[config.mk]
export PLATFORM = sky130hd
export DESIGN_NAME = iterative_muldiv_unit
export DESIGN_NICKNAME = d
export VERILOG_FILES = /design/src/rtl/iterative_muldiv_unit.sv
export SDC_FILE = /design/constraint.sdc
export NUM_CORES = 1
export LEC_CHECK = 0
export ABC_AREA = 1
export CORE_ASPECT_RATIO = 1.25
export CORE_MARGIN = 8
export CORE_UTILIZATION = 25
export CTS_CLUSTER_DIAMETER = 200
export DETAILED_ROUTE_END_ITERATION = 6
export GPL_TIMING_DRIVEN = 0
export PLACE_DENSITY_LB_ADDON = 0.05
export SETUP_SLACK_MARGIN = 0.2
export SYNTH_ARGS = -nofsm -noshare
export SYNTH_HDL_FRONTEND = slang
export SYNTH_SLANG_ARGS = --single-unit
[constraint.sdc]
create_clock -name clk -period 5.1 [get_ports clk]
set_input_delay 1.02 -clock clk [delete_from_list [all_inputs] [get_ports clk]]
set_output_delay 1.02 -clock clk [all_outputs]
set_load 0.05 [all_outputs]
[src/rtl/iterative_muldiv_unit.sv]
// iterative_muldiv_unit: 32-bit RV32M multiply/divide, radix-2 shift-add and restoring division
module iterative_muldiv_unit (
  input  logic        clk,
  input  logic        rst,
  input  logic        start,
  input  logic [31:0] in1,
  input  logic [31:0] in2,
  input  logic [4:0]  operation,
  output logic        busy,
  output logic        done,
  output logic [31:0] res
);
  localparam logic [2:0] S_IDLE = 3'd0, S_MUL = 3'd1, S_DIV = 3'd2, S_FIX = 3'd3, S_DONE = 3'd4;
  logic [2:0]  r_state;
  logic [5:0]  r_cnt;
  logic [31:0] r_hi, r_lo, r_mc;
  logic        r_neg;
  logic [1:0]  r_sel;
  logic w_mul, w_mulh, w_mulhu, w_mulhsu, w_div, w_divu, w_rem, w_remu;
  logic w_is_mul, w_is_div, w_accept, w_zero, w_s1, w_s2, w_neg, w_ge;
  logic [1:0]  w_sel;
  logic [31:0] w_a1, w_a2, w_q, w_r;
  logic [32:0] w_sum, w_trial;
  logic [63:0] w_prod;
  assign w_mul    = operation == 5'b10000;
  assign w_mulh   = operation == 5'b11000;
  assign w_mulhu  = operation == 5'b11001;
  assign w_mulhsu = operation == 5'b11010;
  assign w_div    = operation == 5'b10011;
  assign w_divu   = operation == 5'b10100;
  assign w_rem    = operation == 5'b10101;
  assign w_remu   = operation == 5'b10111;
  assign w_is_mul = w_mul | w_mulh | w_mulhu | w_mulhsu;
  assign w_is_div = w_div | w_divu | w_rem | w_remu;
  assign w_accept = start && r_state == S_IDLE && (w_is_mul || w_is_div);
  assign w_zero   = w_is_div && in2 == 32'd0;
  // mul is taken unsigned: its low product word does not depend on operand signs
  assign w_s1  = in1[31] & (w_mulh | w_mulhsu | w_div | w_rem);
  assign w_s2  = in2[31] & (w_mulh | w_div | w_rem);
  assign w_a1  = w_s1 ? -in1 : in1;
  assign w_a2  = w_s2 ? -in2 : in2;
  assign w_neg = (w_rem | w_remu) ? w_s1 : w_s1 ^ w_s2;
  assign w_sel = w_mul ? 2'd0 : w_is_mul ? 2'd1 : (w_div | w_divu) ? 2'd2 : 2'd3;
  // r_hi/r_lo hold product high/low while multiplying, partial remainder/quotient while dividing
  assign w_sum   = {1'b0, r_hi} + {1'b0, r_lo[0] ? r_mc : 32'd0};
  assign w_trial = {r_hi, r_lo[31]} - {1'b0, r_mc};
  assign w_ge    = !w_trial[32];
  assign w_prod  = r_neg ? -{r_hi, r_lo} : {r_hi, r_lo};
  assign w_q     = r_neg ? -r_lo : r_lo;
  assign w_r     = r_neg ? -r_hi : r_hi;
  assign busy = r_state != S_IDLE;
  assign done = r_state == S_DONE;
  always_ff @(posedge clk or posedge rst) begin
    if (rst) begin
      r_state <= S_IDLE;
      r_cnt   <= '0;
      r_hi    <= '0;
      r_lo    <= '0;
      r_mc    <= '0;
      r_neg   <= 1'b0;
      r_sel   <= '0;
      res     <= '0;
    end else begin
      case (r_state)
        S_IDLE: if (w_accept) begin
          r_cnt <= '0;
          r_neg <= w_neg;
          r_sel <= w_sel;
          r_hi  <= '0;
          r_lo  <= w_is_mul ? w_a2 : w_a1;
          r_mc  <= w_is_mul ? w_a1 : w_a2;
          if (w_zero) res <= (w_div | w_divu) ? 32'hFFFF_FFFF : in1;
          r_state <= w_zero ? S_DONE : w_is_mul ? S_MUL : S_DIV;
        end
        S_MUL: begin
          {r_hi, r_lo} <= {w_sum, r_lo[31:1]};
          r_cnt <= r_cnt + 6'd1;
          if (r_cnt == 6'd31) r_state <= S_FIX;
        end
        S_DIV: begin
          r_hi  <= w_ge ? w_trial[31:0] : {r_hi[30:0], r_lo[31]};
          r_lo  <= {r_lo[30:0], w_ge};
          r_cnt <= r_cnt + 6'd1;
          if (r_cnt == 6'd31) r_state <= S_FIX;
        end
        S_FIX: begin
          res <= r_sel == 2'd0 ? w_prod[31:0] : r_sel == 2'd1 ? w_prod[63:32] : r_sel == 2'd2 ? w_q : w_r;
          r_state <= S_DONE;
        end
        default: r_state <= S_IDLE;
      endcase
    end
  end
endmodule

==> reports/summary.txt, run 1 <==
RSZ-0062 raised after global routing = false
leading cell types in the layout, fill and taps excluded = nand2_1, nor2_1, inv_1
Clk Latency, worst-skew pair = 0.49 ns
share of layout cells above drive strength 1 = 4.295%
Static Leakage = 0.009188 µW
Tot GR Track Use = 26.27%
Bufs on Longest Clock Path = 2
I/O Pins = 106
WL met3 = 4532 µm
Sw Pwr = 10290 µW
sequential share of power = 16.0%
Async SR Flop Fraction = 100.0%
Routed WL = 100400 µm
Maximum Capacitance Violations = 0
Crit Path Max Fanout = 10
crit path kind = input port to flip-flop
Max Slew Vio Count = 0
P&R area growth vs syn = 16.71%
CP required = 5.48 ns
Top Layer Used = met4
Final nets = 3157
wire length per cell = 25.81 µm
Core Box Area = 0.06645 mm²
Period minus WS final = 4.027 ns
critical path data arrival time = 4.41 ns
FP Rows = 106
vias = 20309
root buffer cell = clkbuf_16
I/O Buffers = 105
TritonCTS clock tree = done
commonest non-fill, non-tap cell in the layout = nand2_1
post-CTS sizing = 0
Initial Util = 25.06%
total CTS buffers = 17
DRC viols = 0
Hold Path End = res[10]
Critical R2R Launch = r_hi[0]
DR iter-0 viols = 1755
final core occ = 29.24%
Cells after Synth = 2889
Final Setup Violations = 0
Mean Syn Cell Area = 5.763 µm²
Non-Filler Instances = 3891
status = complete, no violations
CTS Hold Buffers Added = 0
Hold Vio Cnt, Final = 0
worst slew pin tran = 1.174 ns
Hold Slack = 0.4895 ns
post-synthesis cell type count = 49
sequential fraction of the synthesis area = 21.04%
Slew HR = 21.29%
initial antenna violation count = 1
die width = 246.8 µm
wire length on met2 = 50160 µm
CP Capture Type = flip-flop
RD Place Congestion = 0.9613
first-pass GRT wire length = 142800 µm
DP Cell Count = 3859
Clock Skew = 0.01923 ns
Final ANT Viol Nets = 0
# clock sinks = 140
largest net degree at the start of global routing = 115
TritonRoute pass-1 iters = 6
worst min path class = flip-flop to flip-flop
Die Area = 0.07516 mm²
Post-CTS Setup Repair Bufs = 0
internal power = 5900 µW
vias per cell = 5.219
slack of the worst reg-to-reg path = 1.43 ns
Max Clock Freq = 248.3 MHz
min-delay src = res[10]
n_diodes = 0
Final period util = 78.97%
synthesized area = 0.01665 mm²
GRT overflow = 0
post-synth net total = 3032
H-tree levels = 4
Max rail drop VDD = 0.2772 mV
detailed placer's ending HPWL = 86420 µm
Die Y = 304.5 µm
Power Dens Cells = 833.3 mW/mm²
vias in the first global route = 19877
Gate power share = 75.7%
M1 wire length = 40200 µm
ys flop type = dfrtp_1
number of synthesized flops with an enable pin = 0
Reg2Reg Capture Point = res[14]
Clk network pwr share = 8.3%
hold depth = 2
Net Sw Frac = 63.56%
synth warn = 0
reg2reg path depth = 11
Startpoint Class = input port
clock-pin slew on the worst setup and hold paths = 0.08 ns
register bit total from synthesis = 140
per-layer routing:
metal | GRT usage [%] | up-vias
li1 | - | 9771
met1 | 30.98 | 9723
met2 | 46.30 | 667
met3 | 3.212 | 148
met4 | 13.01 | 0
met5 | 0 | -
logic make-up (layout without fill, tap and decap cells):
logic type	Yosys count	count (layout)	synth area share, %
xor+xnor	61	61	3.209
buf+inv	439	577	10.60
compound gates	510	510	17.48
simple gates	1668	1668	42.24
fa+ha+maj	71	71	5.426
flops	140	140	21.04
power by group through the flow:
stage / combinational (µW) / clock, µW / sequential, µW
floorplan: 7390 / 0 / 2520
global placement: 12200 / 0 / 2610
detailed placement: 12200 / 0 / 2610
CTS: 12200 / 1370 / 2590
global route: 13400 / 1410 / 2640
finish: 12300 / 1340 / 2590
how the worst max path moves through the flow:
| stage | start | to | slack, ns | depth (start not counted) |
|---|---|---|---|---|
| global route | operation[4] | r_mc[29] | 0.70 | 10 |
| global placement | rst | res[28] | -2.49 | 2 |
| detailed placement | operation[4] | r_mc[29] | 0.50 | 10 |
| CTS | operation[4] | r_mc[29] | 1.01 | 10 |
| finish | operation[4] | r_mc[29] | 1.07 | 10 |
| floorplan | rst | r_cnt[0] | 0.33 | 1 |
through the flow:
stage               cell area (µm²)  total power [µW]  setup WS (ns)  TNS, ns
floorplan                     16650              9912         0.3271        0
global placement              18780             14800         -2.492  -345.15
detailed placement            18820             14780         0.5032        0
CTS                           19430             16190          1.014        0
global route                  19430             17420         0.7034        0
finish                        19430             16190          1.073        0
flip-flops by register name, indices dropped and copies added (netlist names):
name,cells
r_hi,32
r_mc,32
r_sel,2
r_state,3
r_cnt,6
r_lo,32
r_neg,1
res,32
Yosys cell counts (11+ instances only):
cell type | n | share of area (%)
a31oi_1 | 11 | 0.41
a22oi_1 | 20 | 0.90
a21oi_1 | 183 | 5.5
o221ai_1 | 13 | 0.68
nor2_1 | 356 | 8.0
nand3_1 | 331 | 10
a21oi_2 | 18 | 0.95
nand3b_1 | 20 | 0.90
o22ai_1 | 34 | 1.3
buf_2 | 20 | 0.60
ha_1 | 69 | 5.2
dfrtp_1 | 140 | 21
xor2_1 | 46 | 2.4
o211ai_1 | 29 | 1.3
nand4_1 | 44 | 1.7
inv_1 | 333 | 7.5
xnor2_1 | 15 | 0.79
clkbuf_1 | 49 | 1.1
o21ai_0 | 170 | 5.1
nand2_1 | 848 | 19
nor3_1 | 27 | 0.81
or2_2 | 14 | 0.53
final cells by class:
| class | count | area, µm² |
|---|---|---|
| fillers | 7639 | 47020 |
| clock buffers | 17 | 425.4 |
| flip-flops and latches | 140 | 3503 |
| multi-input cells | 2310 | 11380 |
| well taps | 864 | 1081 |
| clock inverters | 15 | 188.9 |
| inverters | 347 | 1311 |
| repair buffers | 106 | 1079 |
| plain buffers | 92 | 460.4 |
worst max-delay path, cell delays in order:
cell             delay, ns
clkdlybuf4s50_1       0.54
nand2_1               0.09
nor2_2                0.12
nand2_1               0.20
nand2_1               0.27
nor2_1                0.11
nor3_4                0.37
clkbuf_1              0.82
o21ai_0               0.64
o21ai_0               0.21
Power figures use the tool's default switching activity.
==> run 2: changes to the inputs <==
Clock period 5.1 ns to 3.9 ns, I/O delays scaled along.
==> run 2 against run 1 <==
Against the previous run: the flow now finishes with violations (DRC); global-route usage shrank 0.44 points; die area is the same; clock skew grew 0.0017 ns.
==> reports/summary.txt, run 2 (synthesized netlist as in run 1, its figures left out) <==
detailed placer's ending HPWL = 84880 µm
critical path data arrival time = 3.79 ns
clock-pin slew on the worst setup and hold paths = 0.08 ns
RSZ-0062 raised after global routing = false
DRC viols = 4
status = complete, but fails checks
I/O Pins = 106
die width = 246.8 µm
Clock Skew = 0.02097 ns
share of layout cells above drive strength 1 = 4.586%
Maximum Capacitance Violations = 0
P&R area growth vs syn = 17.17%
first-pass GRT wire length = 141100 µm
crit path kind = flip-flop to flip-flop
Slew HR = 29.00%
TritonRoute pass-1 iters = 7
Final ANT Viol Nets = 0
Clk Latency, worst-skew pair = 0.49 ns
Max rail drop VDD = 0.4244 mV
Die Area = 0.07516 mm²
largest net degree at the start of global routing = 36
Hold Vio Cnt, Final = 0
Final Setup Violations = 0
GRT overflow = 0
Gate power share = 75.4%
total CTS buffers = 17
Non-Filler Instances = 3896
sequential share of power = 16.1%
vias = 20336
Final nets = 3161
Crit Path Max Fanout = 10
H-tree levels = 4
TritonCTS clock tree = done
internal power = 7786 µW
DP Cell Count = 3862
RD Place Congestion = 0.9766
DR iter-0 viols = 1910
wire length per cell = 25.32 µm
Die Y = 304.5 µm
vias in the first global route = 20180
Power Dens Cells = 1082 mW/mm²
FP Rows = 106
Tot GR Track Use = 25.83%
worst min path class = flip-flop to flip-flop
Static Leakage = 0.009216 µW
root buffer cell = clkbuf_16
Final period util = 88.31%
failing checks = DRC
CP Capture Type = flip-flop
leading cell types in the layout, fill and taps excluded = nand2_1, nor2_1, inv_1, nand3_1, a21oi_1
Max Slew Vio Count = 0
Sw Pwr = 13320 µW
# fillers = 7648
initial antenna violation count = 2
Net Sw Frac = 63.12%
Initial Util = 25.06%
# clock sinks = 140
I/O Buffers = 105
Startpoint Class = flip-flop
CP required = 4.25 ns
Clk network pwr share = 8.4%
Max Clock Freq = 290.4 MHz
vias per cell = 5.220
Core Box Area = 0.06645 mm²
worst slew pin tran = 1.059 ns
Routed WL = 98670 µm
commonest non-fill, non-tap cell in the layout = nand2_1
Period minus WS final = 3.444 ns
Hold Slack = 0.4859 ns
Bufs on Longest Clock Path = 2
CTS Hold Buffers Added = 0
-- run 2: worst paths after layout --
check                          from       end  slack, ns  depth (start not counted)
min reg2reg                 res[12]   res[12]       0.49                          2
min in group asynchronous       rst  r_hi[24]       0.77                          2
max                        r_lo[31]  r_hi[25]       0.46                         16
min                         res[12]   res[12]       0.49                          2
max reg2reg                r_lo[31]  r_hi[25]       0.46                         16
max in group asynchronous       rst  r_lo[24]       1.97                          5
-- run 2: stage by stage --
step / power, µW / setup slack, ns / cell area, µm² / utilization, % / TNS [ns]
CTS: 21070 / 0.2686 / 19500 / 29.35 / 0
floorplan: 12960 / 1.271 / 16650 / - / 0
global route: 22720 / 0.2432 / 19510 / 29.35 / 0
finish: 21110 / 0.4561 / 19510 / 29.36 / 0
detailed placement: 19180 / -0.4117 / 18870 / 28.40 / -0.4117
global placement: 19210 / -0.3930 / 18780 / 28.27 / -44.83
-- run 2: cell type report --
type	count	area, µm²	share of cell area (%)
Antenna cell	1	2.502	0.01283
Multi-Input combinational cell	2310	11380	58.34
Tap cell	864	1081	5.542
Buffer	92	462.9	2.373
Clock inverter	15	191.4	0.9813
Clock buffer	17	425.4	2.181
Timing Repair Buffer	110	1146	5.875
Inverter	347	1311	6.722
Sequential cell	140	3506	17.97
-- run 2: power groups by stage --
| stage | sequential, µW | clock (µW) | combinational [µW] |
|---|---|---|---|
| finish | 3410 | 1780 | 15900 |
| global route | 3460 | 1880 | 17400 |
| CTS | 3400 | 1820 | 15900 |
| detailed placement | 3420 | 0 | 15800 |
| global placement | 3420 | 0 | 15800 |
| floorplan | 3300 | 0 | 9670 |
-- run 2: critical path: stages, from the launching register on --
cell and delay, ns:
dfrtp_2 0.48, clkinvlp_4 0.16, ha_1 0.26, fa_1 0.45
o21ai_2 0.31, nand3_1 0.11, nand2_1 0.14, nand2_1 0.08
nand2_1 0.17, nand2_1 0.20, nand2_1 0.14, nand2_1 0.07
nand2_2 0.19, buf_6 0.20, nand2_1 0.15, nand3_1 0.14
nand3_1 0.09
-- run 2: what timing repair did --
| item | CTS | global route |
|---|---|---|
| gates resized for setup | 2 | 5 |
| buffers inserted | 1 | 0 |
| setup endpoints to repair | 2 | 11 |
| pin swaps | 0 | 0 |
-- run 2: routing by layer --
layer / global-route usage, % / vias to the layer above / part of all wire [%]
li1: - / 9783 / -
met1: 30.32 / 9622 / 39
met2: 45.40 / 761 / 50
met3: 3.676 / 170 / 5.4
met4: 12.61 / 0 / 5.6
met5: 0 / - / 0
